### src/rtl/uart_sram_pkg.sv
// Shared opcodes, response bytes and FSM state encoding for the UART-to-SRAM bridge.
package uart_sram_pkg;

  localparam logic [1:0] OP_WR   = 2'b00;
  localparam logic [1:0] OP_RD   = 2'b01;
  localparam logic [1:0] OP_PING = 2'b10;
  localparam logic [1:0] OP_BAD  = 2'b11;

  localparam logic [7:0] RSP_ACK  = 8'hA5;
  localparam logic [7:0] RSP_PING = 8'h5A;
  localparam logic [7:0] RSP_ERR  = 8'hEE;

  typedef enum logic [3:0] {
    IDLE,
    GET_ADDR,
    GET_LEN,
    WR_COLLECT,
    WR_COMMIT,
    RD_ISSUE,
    RD_WAIT,
    RD_SEND,
    SEND_RESP
  } state_e;

  // States in which the bridge consumes command/payload bytes.
  function automatic logic accepts_rx(state_e s);
    return (s == IDLE) || (s == GET_ADDR) || (s == GET_LEN) || (s == WR_COLLECT);
  endfunction

  // States in which a stalled sender is aborted by the inter-byte timeout.
  function automatic logic has_timeout(state_e s);
    return (s == GET_ADDR) || (s == GET_LEN) || (s == WR_COLLECT);
  endfunction

endpackage

### src/rtl/word_packer.sv
// Byte<->word converter: little-endian shift-in for writes, LSB-first shift-out for reads.
module word_packer #(
  parameter int DATA_W = 32
) (
  input  logic              clk,
  input  logic              reset,
  input  logic              clear,
  input  logic              shift_in,
  input  logic              load,
  input  logic              shift_out,
  input  logic [7:0]        in_byte,
  input  logic [DATA_W-1:0] load_word,
  output logic [7:0]        out_byte,
  output logic              last,
  output logic [DATA_W-1:0] word_next
);

  localparam int BYTES = DATA_W / 8;
  localparam int IDX_W = (BYTES > 1) ? $clog2(BYTES) : 1;

  logic [DATA_W-1:0] shreg_q, shreg_d;
  logic [IDX_W-1:0]  idx_q, idx_d;

  // New bytes enter at the top so that after BYTES shifts the first byte sits in [7:0].
  if (DATA_W == 8) begin : g_single
    assign word_next = in_byte;
  end else begin : g_multi
    assign word_next = {in_byte, shreg_q[DATA_W-1:8]};
  end

  assign out_byte = shreg_q[7:0];
  assign last     = (idx_q == IDX_W'(BYTES - 1));

  // NOTE: every always_comb output gets a default before any branch, so no path
  // leaves a signal unassigned and no latch is inferred.
  always_comb begin
    shreg_d = shreg_q;
    idx_d   = idx_q;
    if (clear) begin
      idx_d = '0;
    end else if (load) begin
      shreg_d = load_word;
      idx_d   = '0;
    end else if (shift_in || shift_out) begin
      shreg_d = shift_in ? word_next : (shreg_q >> 8);
      idx_d   = last ? '0 : idx_q + IDX_W'(1);
    end
  end

  // NOTE: state flops use non-blocking assignments only, so every flop samples the
  // pre-edge value of every other flop regardless of process ordering.
  always_ff @(posedge clk) begin
    if (reset) begin
      shreg_q <= '0;
      idx_q   <= '0;
    end else begin
      shreg_q <= shreg_d;
      idx_q   <= idx_d;
    end
  end

endmodule

### src/rtl/uart_sram_bridge.sv
// Command parser bridging a UART byte stream to a single-port SRAM, with burst
// auto-increment and an inter-byte timeout.
module uart_sram_bridge
  import uart_sram_pkg::*;
#(
  parameter int DATA_W      = 32,
  parameter int ADDR_W      = 4,
  parameter int TIMEOUT_CYC = 100000
) (
  input  logic              clk,
  input  logic              reset,
  input  logic [7:0]        rx_data,
  input  logic              rx_valid,
  output logic              rx_ready,
  output logic [7:0]        tx_data,
  output logic              tx_valid,
  input  logic              tx_ready,
  output logic              sram_csb_n,
  output logic              sram_web_n,
  output logic [ADDR_W-1:0] sram_addr,
  output logic [DATA_W-1:0] sram_din,
  input  logic [DATA_W-1:0] sram_dout,
  output logic              busy,
  output logic              err
);

  localparam int TMO_W = $clog2(TIMEOUT_CYC + 1);

  state_e            state_q, state_d;
  logic [ADDR_W-1:0] addr_q, addr_d;
  logic [7:0]        words_q, words_d;
  logic              is_wr_q, is_wr_d;
  logic [TMO_W-1:0]  tmo_q, tmo_d;

  logic              rx_ready_q, rx_ready_d;
  logic              tx_valid_q, tx_valid_d;
  logic [7:0]        tx_data_q, tx_data_d;
  logic              csb_n_q, csb_n_d;
  logic              web_n_q, web_n_d;
  logic [ADDR_W-1:0] sram_addr_q, sram_addr_d;
  logic [DATA_W-1:0] sram_din_q, sram_din_d;
  logic              busy_q, busy_d;
  logic              err_q, err_d;

  logic              pk_clear, pk_shift_in, pk_load, pk_shift_out;
  logic [7:0]        pk_out_byte;
  logic              pk_last;
  logic [DATA_W-1:0] pk_word;

  logic              rx_fire, tx_fire, tmo_hit, last_word;

  word_packer #(.DATA_W(DATA_W)) u_packer (
    .clk       (clk),
    .reset     (reset),
    .clear     (pk_clear),
    .shift_in  (pk_shift_in),
    .load      (pk_load),
    .shift_out (pk_shift_out),
    .in_byte   (rx_data),
    .load_word (sram_dout),
    .out_byte  (pk_out_byte),
    .last      (pk_last),
    .word_next (pk_word)
  );

  assign rx_fire   = rx_valid && rx_ready_q;
  assign tx_fire   = tx_valid_q && tx_ready;
  assign last_word = (words_q == 8'd0);
  // Counter holds the number of cycles since the last accepted byte.
  assign tmo_hit   = has_timeout(state_q) && !rx_fire &&
                     (tmo_q == TMO_W'(TIMEOUT_CYC - 1));

  always_comb begin
    state_d      = state_q;
    addr_d       = addr_q;
    words_d      = words_q;
    is_wr_d      = is_wr_q;
    tx_valid_d   = tx_valid_q;
    tx_data_d    = tx_data_q;
    csb_n_d      = 1'b1;
    web_n_d      = 1'b1;
    sram_addr_d  = sram_addr_q;
    sram_din_d   = sram_din_q;
    err_d        = 1'b0;
    pk_clear     = 1'b0;
    pk_shift_in  = 1'b0;
    pk_load      = 1'b0;
    pk_shift_out = 1'b0;

    unique case (state_q)
      IDLE: begin
        pk_clear = 1'b1;
        if (rx_fire) begin
          unique case (rx_data[7:6])
            OP_WR: begin
              state_d = GET_ADDR;
              is_wr_d = 1'b1;
            end
            OP_RD: begin
              state_d = GET_ADDR;
              is_wr_d = 1'b0;
            end
            OP_PING: begin
              state_d    = SEND_RESP;
              tx_valid_d = 1'b1;
              tx_data_d  = RSP_PING;
            end
            OP_BAD: begin
              state_d    = SEND_RESP;
              tx_valid_d = 1'b1;
              tx_data_d  = RSP_ERR;
              err_d      = 1'b1;
            end
          endcase
        end
      end
      GET_ADDR: begin
        if (rx_fire) begin
          addr_d  = rx_data[ADDR_W-1:0];
          state_d = GET_LEN;
        end
      end
      GET_LEN: begin
        if (rx_fire) begin
          words_d = rx_data;
          if (is_wr_q) begin
            state_d = WR_COLLECT;
          end else begin
            state_d     = RD_ISSUE;
            csb_n_d     = 1'b0;
            sram_addr_d = addr_q;
          end
        end
      end
      WR_COLLECT: begin
        if (rx_fire) begin
          pk_shift_in = 1'b1;
          if (pk_last) begin
            state_d     = WR_COMMIT;
            csb_n_d     = 1'b0;
            web_n_d     = 1'b0;
            sram_addr_d = addr_q;
            sram_din_d  = pk_word;
          end
        end
      end
      WR_COMMIT: begin
        addr_d = addr_q + ADDR_W'(1);
        if (last_word) begin
          state_d    = SEND_RESP;
          tx_valid_d = 1'b1;
          tx_data_d  = RSP_ACK;
        end else begin
          words_d = words_q - 8'd1;
          state_d = WR_COLLECT;
        end
      end
      RD_ISSUE: begin
        addr_d  = addr_q + ADDR_W'(1);
        state_d = RD_WAIT;
      end
      RD_WAIT: begin
        pk_load    = 1'b1;
        state_d    = RD_SEND;
        tx_valid_d = 1'b1;
        tx_data_d  = sram_dout[7:0];
      end
      RD_SEND: begin
        if (tx_fire) begin
          tx_valid_d   = 1'b0;
          pk_shift_out = 1'b1;
          if (pk_last) begin
            if (last_word) begin
              state_d = IDLE;
            end else begin
              words_d     = words_q - 8'd1;
              state_d     = RD_ISSUE;
              csb_n_d     = 1'b0;
              sram_addr_d = addr_q;
            end
          end
        end else if (!tx_valid_q) begin
          // One idle cycle after each handshake, then present the next byte.
          tx_valid_d = 1'b1;
          tx_data_d  = pk_out_byte;
        end
      end
      SEND_RESP: begin
        if (tx_fire) begin
          tx_valid_d = 1'b0;
          state_d    = IDLE;
        end
      end
      default: state_d = IDLE;
    endcase

    // A stall drops the partial word and the rest of the burst without a reply.
    if (tmo_hit) begin
      state_d = IDLE;
      err_d   = 1'b1;
    end

    if (rx_fire || !has_timeout(state_q)) tmo_d = TMO_W'(1);
    else                                  tmo_d = tmo_q + TMO_W'(1);

    rx_ready_d = accepts_rx(state_d);
    busy_d     = (state_d != IDLE);
  end

  always_ff @(posedge clk) begin
    if (reset) begin
      state_q     <= IDLE;
      addr_q      <= '0;
      words_q     <= '0;
      is_wr_q     <= 1'b0;
      tmo_q       <= TMO_W'(1);
      rx_ready_q  <= 1'b0;
      tx_valid_q  <= 1'b0;
      tx_data_q   <= '0;
      csb_n_q     <= 1'b1;
      web_n_q     <= 1'b1;
      sram_addr_q <= '0;
      sram_din_q  <= '0;
      busy_q      <= 1'b0;
      err_q       <= 1'b0;
    end else begin
      state_q     <= state_d;
      addr_q      <= addr_d;
      words_q     <= words_d;
      is_wr_q     <= is_wr_d;
      tmo_q       <= tmo_d;
      rx_ready_q  <= rx_ready_d;
      tx_valid_q  <= tx_valid_d;
      tx_data_q   <= tx_data_d;
      csb_n_q     <= csb_n_d;
      web_n_q     <= web_n_d;
      sram_addr_q <= sram_addr_d;
      sram_din_q  <= sram_din_d;
      busy_q      <= busy_d;
      err_q       <= err_d;
    end
  end

  assign rx_ready   = rx_ready_q;
  assign tx_valid   = tx_valid_q;
  assign tx_data    = tx_data_q;
  assign sram_csb_n = csb_n_q;
  assign sram_web_n = web_n_q;
  assign sram_addr  = sram_addr_q;
  assign sram_din   = sram_din_q;
  assign busy       = busy_q;
  assign err        = err_q;

endmodule

### config.mk
export PLATFORM = sky130hd
export DESIGN_NAME = uart_sram_bridge
export DESIGN_NICKNAME = d
export VERILOG_FILES = /design/src/rtl/uart_sram_pkg.sv /design/src/rtl/word_packer.sv /design/src/rtl/uart_sram_bridge.sv
export SDC_FILE = /design/constraint.sdc
export NUM_CORES = 1
export LEC_CHECK = 0
export ABC_AREA = 1
export CORE_MARGIN = 4
export CORE_UTILIZATION = 45
export DETAILED_ROUTE_END_ITERATION = 7
export PLACE_DENSITY = 0.73
export SYNTH_ARGS = -nofsm -noshare
export SYNTH_HDL_FRONTEND = slang
export SYNTH_SLANG_ARGS = --single-unit
export TNS_END_PERCENT = 10
### constraint.sdc
create_clock -name clk -period 1.6 [get_ports clk]
set_clock_uncertainty 0.1 [all_clocks]
set_input_delay 0.32 -clock clk [delete_from_list [all_inputs] [get_ports clk]]
set_output_delay 0.32 -clock clk [all_outputs]
set_load 0.005 [all_outputs]
==> flow_summary.json, run 1 <==
{
  "outcome": "complete, but fails checks",
  "violations": "negative setup slack",
  "synth_flop_cell": "dfxtp_1",
  "crit_arrival_ps": 1860,
  "nets": 978,
  "ys_seq_area_share_pct": 44.4,
  "grt_pass1_wl_um": 25800,
  "cts_tree": "built",
  "yosysMostFrequentCell": "nand2_1",
  "ctsRootBufferMaster": "clkbuf_16",
  "rows": 39,
  "crit_chain": "inv_4 > nor2_4 > nand2_2 > nand2_2 > o21ai_2 > nor2_4 > buf_6 > nand3_1 > a21oi_1",
  "max-vdd-ir-drop_uv": 659,
  "async_flop_share_pct": 0,
  "boundaryPins": 94,
  "rsz0062_at_grt": "yes",
  "grt_max_degree": 51,
  "fin_cells": 1085,
  "synth_area_leaders": "dfxtp_1, nand2_1, o21ai_0",
  "grt_overflow": 0,
  "h-tree-depth": 4,
  "hold_viol": 0,
  "drc": 0,
  "die_w_um": 117,
  "synth_warnings": 0,
  "grt_pass1_vias": 5374,
  "critical_path_class": "reg -> reg",
  "startpoint_type": "flip-flop",
  "cap_violations": 0,
  "syn_area_per_cell_um2": 7.01,
  "place_inst": 1050,
  "dieArea_um2": 13600,
  "synth_edf_count": 0,
  "cp.required_ps": 1840,
  "slew_violations": 0,
  "finalSetupTns_ps": -114,
  "drt_first_iter_violations": 461,
  "relSlewSlack_pct": 74.2,
  "path_clk_slew_ps": 60,
  "postRouteAntennaNets": 0,
  "cts_buffer_depth": 2,
  "leakage_nw": 3.36,
  "final-setup-viol-count": 10,
  "crit_fanout": 4,
  "core_um2": 11500,
  "synth_top_area_share_pct": 44.4,
  "area_delta_synth_final_pct": 48.8,
  "crit_path_end_kind": "flip-flop",
  "max_freq_mhz": 616,
  "dp_hpwl_um": 11900,
  "fin_ws_ps": -22.5,
  "tightest_slew_ps": 384,
  "drt_wl_total_um": 16200,
  "cts_made_buffers": 17,
  "dpl_cell_area_um2": 6980,
  "synth_seq_cells": 118,
  "synth_cell_types": 32,
  "critPathMaxStageDelay_ps": 390,
  "synth_cells": 759,
  "design_area_um2": 7920,
  "yosys-top-cells-count": "nand2_1, nor2_1, dfxtp_1",
  "gp_congestion": 0.892,
  "wl_per_cell_um": 14.9,
  "period_needed_ps": 1620,
  "port_buffers": 93,
  "worstHoldPathType": "reg -> reg",
  "via_per_inst": 5.31,
  "antenna_found_initial": 0,
  "crit_slowest_cell": "dfxtp_4",
  "fillCellCount": 918,
  "clock_sinks": 118,
  "diodes": 0,
  "drive_above_1_share_pct": 22.5,
  "clk_latency_ps": 410,
  "synth_nets": 808,
  "ctsHoldBuffers": 0,
  "rrSetupSlack_ps": -20,
  "synth_area_leader_cell": "dfxtp_1",
  "syn_area_um2": 5320,
  "fp.dieH_um": 117,
  "period_share_pct": 101,
  "grt.total_usage_pct": 24.0,
  "start_util_pct": 46.2,
  "firstDrtPassIters": 5,
  "p_per_area_nw_per_um2": 976,
  "vias": 5765
}
repair_timing:
action	in CTS	in global routing
endpoints found under the setup margin	149	103
setup buffers	1	2
cloned	1	0
pin swaps	2	22
resized for setup	84	91
path summary, 6_finish.rpt:
path	endpoint	cells past startpoint	from
worst max-delay path	words_q[5]$_SDFFE_PP0P_	9	state_q[2]$_SDFF_PP0_
worst min-delay path	tx_data[1]$_SDFFE_PP0P_	2	tx_data[1]$_SDFFE_PP0P_
worst max register to register	words_q[5]$_SDFFE_PP0P_	9	state_q[2]$_SDFF_PP0_
worst min register to register	tx_data[1]$_SDFFE_PP0P_	2	tx_data[1]$_SDFFE_PP0P_
layout make-up:
type | count | area, µm² | share of cell area [%]
Sequential cell | 118 | 2390 | 30.2
Multi-Input combinational cell | 553 | 2840 | 35.9
Clock buffer | 18 | 439 | 5.55
Clock inverter | 14 | 198 | 2.50
Timing Repair Buffer | 180 | 1630 | 20.6
Inverter | 59 | 238 | 3.00
Tap cell | 143 | 179 | 2.26
cell families after synthesis:
family	synth area share, %
fa+ha+maj	1.18
compound gates	17.0
xor+xnor	0.988
buf+inv	6.91
flops	44.4
simple gates	29.5
routing by layer:
layer / track usage, % / wire, µm / vias up
li1: - / - / 2868
met1: 31.8 / 7070 / 2646
met2: 37.4 / 7680 / 215
met4: 10.2 / 425 / 0
met3: 5.75 / 1030 / 36
met5: 0 / 0 / -
registers in the layout, indices dropped and copies added, names as in the netlist, 2 cells and up:
name / cells
u_packer.idx_q: 2
sram_din: 32
u_packer.shreg_q: 32
tx_data: 8
words_q: 8
sram_addr: 4
state_q: 4
addr_q: 4
tmo_q: 17
power by group:
| part | leakage (nW) | internal, mW | switching (mW) |
|---|---|---|---|
| registers | 0.959 | 2.98 | 0.0337 |
| clock network | 0.307 | 2.66 | 1.42 |
| logic | 2.09 | 0.317 | 0.317 |
through the flow:
stage | hold WS, ps | setup slack, ps | total power [mW] | utilization, %
final | 358 | -22.5 | 7.73 | 68.8
after global routing | 383 | -135 | 8.01 | 68.8
after CTS | 361 | -81.9 | 7.73 | 66.5
after detailed placement | 355 | -409 | 3.69 | 60.6
after global placement | 355 | -355 | 3.68 | 60.6
after floorplan | 283 | -25.4 | 3.32 | -
cell usage in the layout (no fill, tap or decap), types with 6 or more instances in the layout:
| cell type | synthesis | layout |
|---|---|---|
| a21oi_1 | 37 | 33 |
| a31oi_1 | 28 | 28 |
| buf_12 | 0 | 6 |
| buf_4 | 2 | 76 |
| clkbuf_16 | 0 | 17 |
| clkdlybuf4s50_1 | 0 | 43 |
| dfxtp_1 | 118 | 104 |
| dfxtp_2 | 0 | 10 |
| dlygate4sd2_1 | 0 | 50 |
| inv_1 | 51 | 45 |
| inv_2 | 6 | 7 |
| nand2_1 | 163 | 147 |
| nand2_2 | 7 | 19 |
| nand3_1 | 46 | 44 |
| nand4_1 | 12 | 12 |
| nor2_1 | 119 | 100 |
| nor2_2 | 5 | 13 |
| nor2_4 | 1 | 12 |
| nor3_2 | 0 | 6 |
| o21ai_0 | 94 | 75 |
| o21ai_1 | 5 | 22 |
worst max-delay path, delay by kind of cell, from the launching register on:
| family | cells | cell delay [ps] |
|---|---|---|
| buffers and inverters | 2 | 190 |
| AO/OA/AOI/OAI | 2 | 240 |
| flip-flops | 1 | 390 |
| AND/OR/NAND/NOR | 5 | 630 |
(Power assumes the default switching activity.)
==> run 2, diff against run 1 <==
Settings changed: CORE_UTILIZATION 45 to 56, DONT_BUFFER_PORTS set to 1, PLACE_DENSITY 0.73 to 0.74.
==> run 2 against run 1 <==
The run still ends with negative setup slack left; setup slack lost 86 ps; routed wire length rose by 9.4%; die area down 18%; register-to-register slack got worse by 90 ps; power decreased by 2.9%; core utilization grew 13 points; largest power group unchanged.
==> flow_summary.json, run 2 (synthesized netlist as in run 1, its figures left out) <==
{
  "outcome": "complete, but fails checks",
  "violations": "negative setup slack",
  "core_um2": 9240,
  "crit_arrival_ps": 2010,
  "critPathMaxStageDelay_ps": 400,
  "crit_chain": "buf_4 > nand2_2 > buf_4 > o21ai_1 > nand4_1 > nand3_1 > a21oi_1",
  "tightest_slew_ps": 402,
  "path_clk_slew_ps": 60,
  "final_common_cell": "nand2_1",
  "boundaryPins": 94,
  "firstDrtPassIters": 5,
  "cp.required_ps": 1900,
  "port_buffers": 0,
  "pwr-share-seq_pct": 40.3,
  "dpl_cell_area_um2": 5980,
  "hold_viol": 0,
  "cap_violations": 0,
  "dp_hpwl_um": 11000,
  "grt_overflow": 0,
  "dp_slack_ps": -221,
  "relSlewSlack_pct": 73.2,
  "p_per_area_nw_per_um2": 999,
  "final-setup-viol-count": 42,
  "mostFrequentLayoutCells": "nand2_1, dfxtp_1, nor2_1, buf_4, o21ai_0",
  "drc": 0,
  "slew_violations": 0,
  "rsz0062_at_grt": "yes",
  "dieArea_um2": 11100,
  "nets": 934,
  "postRouteAntennaNets": 0,
  "period_needed_ps": 1710,
  "grt_pass1_vias": 5865,
  "grt_pass1_wl_um": 28100,
  "drt_first_iter_violations": 507,
  "grt.total_usage_pct": 31.0,
  "vias": 6001,
  "antenna_found_initial": 0,
  "power.share.clock_pct": 52.1,
  "drive_above_1_share_pct": 24.6,
  "drt_wl_total_um": 17700,
  "gp_congestion": 0.915,
  "crit_path_end_kind": "flip-flop",
  "combPwrFrac_pct": 7.6,
  "start_util_pct": 57.6,
  "crit_slowest_cell": "dfxtp_4",
  "max_freq_mhz": 585,
  "area_delta_synth_final_pct": 41.3,
  "rows": 35,
  "wl_per_cell_um": 17.2,
  "fin_util_pct": 81.3,
  "h-tree-depth": 4,
  "fp.dieH_um": 105,
  "finalSetupTns_ps": -1600,
  "leakage_nw": 3.01,
  "design_area_um2": 7510,
  "cts_buffer_depth": 2,
  "startpoint_type": "flip-flop",
  "crit_top_cell": "buf_4",
  "p_sw_share_pct": 24.8,
  "die_w_um": 105,
  "grt_max_degree": 50,
  "critical_path_class": "reg -> reg",
  "via_per_inst": 5.84,
  "cpLargestDelayFamily": "simple AND/OR/NAND/NOR gates",
  "cts_made_buffers": 17,
  "p_sw_mw": 1.86,
  "fin_ws_ps": -109,
  "diodes": 0,
  "fillCellCount": 569,
  "clk_latency_ps": 520,
  "cts_tree": "built",
  "period_share_pct": 107,
  "path_buf_inv": 2,
  "ctsRootBufferMaster": "clkbuf_8",
  "fin_cells": 1027,
  "internal_power_mw": 5.64,
  "crit_fanout": 5,
  "power.total_mw": 7.50,
  "worstHoldPathType": "in -> reg",
  "max-vdd-ir-drop_uv": 954,
  "worst_hold_slack_ps": 25.4,
  "clock_sinks": 118,
  "place_inst": 941
}
==> run 2: cell count changes in the layout (fill, tap and decap cells not counted), moves of 4 or more <==
| cell | change |
|---|---|
| dlygate4sd2_1 | -50 |
| clkdlybuf4s50_1 | -43 |
| dlygate4sd3_1 | +41 |
| o21ai_0 | -9 |
| buf_4 | +7 |
| o21ai_1 | +6 |
| nand2_1 | -4 |
==> run 2: routing by layer <==
metal | global-route usage, % | vias up | share of wire, % | routed length, µm
met1 | 36.5 | 2817 | 39 | 6960
met5 | 0 | - | 0 | 0
met4 | 12.5 | 0 | 3.3 | 590
met3 | 7.47 | 68 | 8.0 | 1420
li1 | - | 2781 | - | -
met2 | 53.9 | 335 | 49 | 8740
==> run 2: power groups by stage <==
stage / clock network, mW / registers (mW) / logic (mW)
after detailed placement: 0 / 3.08 / 0.380
after global routing: 4.06 / 3.03 / 0.616
after CTS: 3.92 / 3.02 / 0.515
final: 3.91 / 3.03 / 0.571
after global placement: 0 / 3.08 / 0.373
after floorplan: 0 / 3.08 / 0.246
==> run 2: worst paths after layout <==
| check | start | slack [ps] | cells after the start | end |
|---|---|---|---|---|
| max | state_q[2]$_SDFF_PP0_ | -110 | 7 | tx_data[2]$_SDFFE_PP0P_ |
| min | sram_dout[0] | 30 | 3 | u_packer.shreg_q[0]$_SDFFE_PP0P_ |
| max reg2reg | state_q[2]$_SDFF_PP0_ | -110 | 7 | tx_data[2]$_SDFFE_PP0P_ |
| min reg2reg | tx_data[6]$_SDFFE_PP0P_ | 380 | 2 | tx_data[6]$_SDFFE_PP0P_ |
==> run 2: area by class of cell <==
cell class / count / area [µm²] / share of cell area (%)
Clock inverter: 15 / 191 / 2.55
Clock buffer: 17 / 414 / 5.51
Tap cell: 129 / 161 / 2.15
Multi-Input combinational cell: 554 / 2890 / 38.5
Sequential cell: 118 / 2390 / 31.8
Inverter: 59 / 234 / 3.11
Timing Repair Buffer: 135 / 1230 / 16.4
==> run 2: what timing repair did <==
item                       CTS  global route
hold endpoints to repair    64             1
setup endpoints to repair   77           108
buffers inserted             5             4
resized for setup           46            93
hold buffers                41             1
pin swaps                    9            18
gates cloned                 3             0
==> run 2: worst register-to-register path, cell delays in order (launching register included) <==
cell,delay [ps]
dfxtp_4,400
buf_4,120
nand2_2,70
buf_4,140
o21ai_1,320
nand4_1,210
nand3_1,150
a21oi_1,70
==> run 3, diff against run 2 <==
Settings changed: GPL_TIMING_DRIVEN set to 1.
==> results of run 3 <==
The final DEF is identical to that of run 2; final timing and power are the same.
==> edit, RTL diff (config.mk and constraints of run 3) <==
Change the parameter `ADDR_W` from 4 to 5.
--- a/src/rtl/uart_sram_bridge.sv
+++ b/src/rtl/uart_sram_bridge.sv
@@ -4,7 +4,7 @@
   import uart_sram_pkg::*;
 #(
   parameter int DATA_W      = 32,
-  parameter int ADDR_W      = 4,
+  parameter int ADDR_W      = 5,
   parameter int TIMEOUT_CYC = 100000
 ) (
   input  logic              clk,
Ports: changed (resized sram_addr); port bits go from 94 to 95. The function was not compared with the original's and may differ.
==> edit against run 3 <==
- the run ends with negative hold slack, negative setup slack left
- final cell count increased by 4.7%
- die area increased by 4.4%
- synthesized area rose by 4.8%
- sequential share of layout area fell by 0.053 points
- maximum frequency is 0.99% lower
- worst setup slack lost 0.017 ns
- design area rose by 1.8%
- routed wire length is 1.3% lower
- sequential cell count rose by 2
- total power is 1.1% lower
- largest power group unchanged
- highest routed layer unchanged
==> edit: results (changes against run 3) <==
Pwr
  • Sw Share: 0.233 (-0.0150)
  • P_clk: 3.70 mW (-5.4%)
  • Leak pwr: 3.21 nW (+6.5%)
  • Peak supply drop: 0.000944 V (-1.0%)

Layout
  • Fin nets: 978 (+4.7%)
  • Layout cell share with drive strength beyond 1: 0.246 (about the same)

GRT
  • M1 GR Usage: 0.361 (-0.00432)
  • Met2 Resource Use GR: 0.500 (-0.0396)
  • Pin count of the biggest net entering global routing: 35 (-30%)
  • Vias in the first global route: 5,684 (-3.1%)

Synthesis
  • Syn_nets: 874 (+8.2%)
  • Synth unique cells: 31 (-3.1%)
  • Commonest cells in the netlist: 183 x nand2_1, 136 x nor2_1, 120 x dfxtp_1, 85 x o21ai_0, 69 x inv_1
  • Post-synthesis sequential area ratio: 0.431 (-0.0131)
  • Synth area leaders: dfxtp_1 43%, nand2_1 12%, nor2_1 9.2%, o21ai_0 7.6%, a21oi_1 5.2%

STA
  • WHS: -0.251 ns (-0.277 ns)
  • Final setup TNS: -1.99 ns (-0.385 ns)
  • Final setup violation count: 46 (+9.5%)
  • Final setup margin: -0.126 ns (-0.0172 ns)
  • Max_slew headroom: 0.775 (+0.0430)
  • Hold Vio Cnt, Final: 23 (+23)

Setup path
  • Arrival time at the worst endpoint: 2.04 ns (+0.03 ns)
  • FF-to-FF Start: state_q[0]

Run status
  • Status: finished, violations left
  • Failing checks: negative hold slack, negative setup slack

Detailed routing
  • DRT Wirelength: 17.5 mm (-1.3%)
  • Met2 WL: 8.68 mm (-0.71%)
  • Vias per cell: 5.56 (-4.9%)

Hold path
  • Hold Startpoint: reset

Place
  • DP HPWL: 11.5 mm (+4.0%)
-- edit: changes by cell type after synthesis, sizes merged, moves of 2 or more --
cell    change
nor2       +20
nor3        +2
nand3b      -2
nor4        -2
or2         +2
nand3       +7
a31oi      -26
nand2      +22
a21oi      +20
o21ai      +15
nand4      -10
dfxtp       +2
inv        +19
-- edit: path summary, 6_finish.rpt --
| path | cells past startpoint | slack [ns] | to |
|---|---|---|---|
| worst max-delay path | 12 | -0.13 | words_q[6] |
| worst min-delay path | 1 | -0.25 | state_q[2] |
| worst max register to register | 12 | -0.13 | words_q[6] |
| worst min register to register | 2 | 0.38 | addr_q[3] |
-- edit: final cells by class --
type                            count  area (um^2)
Inverter                           77          309
Timing Repair Buffer              114         1060
Fill cell                         692         2080
Sequential cell                   120         2430
Multi-Input combinational cell    599         3110
Clock buffer                       25          484
Clock inverter                      7         91.3
Tap cell                          133          166
-- edit: kinds of logic (layout without fill, tap and decap cells) --
logic type / Yosys count / count (layout) / synth area share
compound gates: 177 / 177 / 0.162
fa+ha+maj: 5 / 5 / 0.0112
buf+inv: 107 / 223 / 0.0781
xor+xnor: 6 / 6 / 0.00943
flops: 120 / 120 / 0.431
simple gates: 410 / 411 / 0.308
-- edit: metrics by stage --
step | util | setup WS [ns] | std cells | area (um^2)
after global routing | 0.787 | -0.185 | 1075 | 7650
after CTS | 0.756 | -0.0233 | 1069 | 7360
after global placement | 0.643 | -0.136 | 1005 | 6250
final | 0.787 | -0.126 | 1075 | 7650
after detailed placement | 0.643 | -0.214 | 1005 | 6250
after floorplan | - | 0.0174 | 825 | 5580
-- edit: repair_timing --
action                                 4_1_cts  5_1_grt
cloned                                       2        2
buffers inserted                             9        2
endpoints found under the hold margin       50       25
setup endpoints to repair                  105      108
pin swaps                                   16       13
hold buffers                                22        2
resized for setup                           68       68
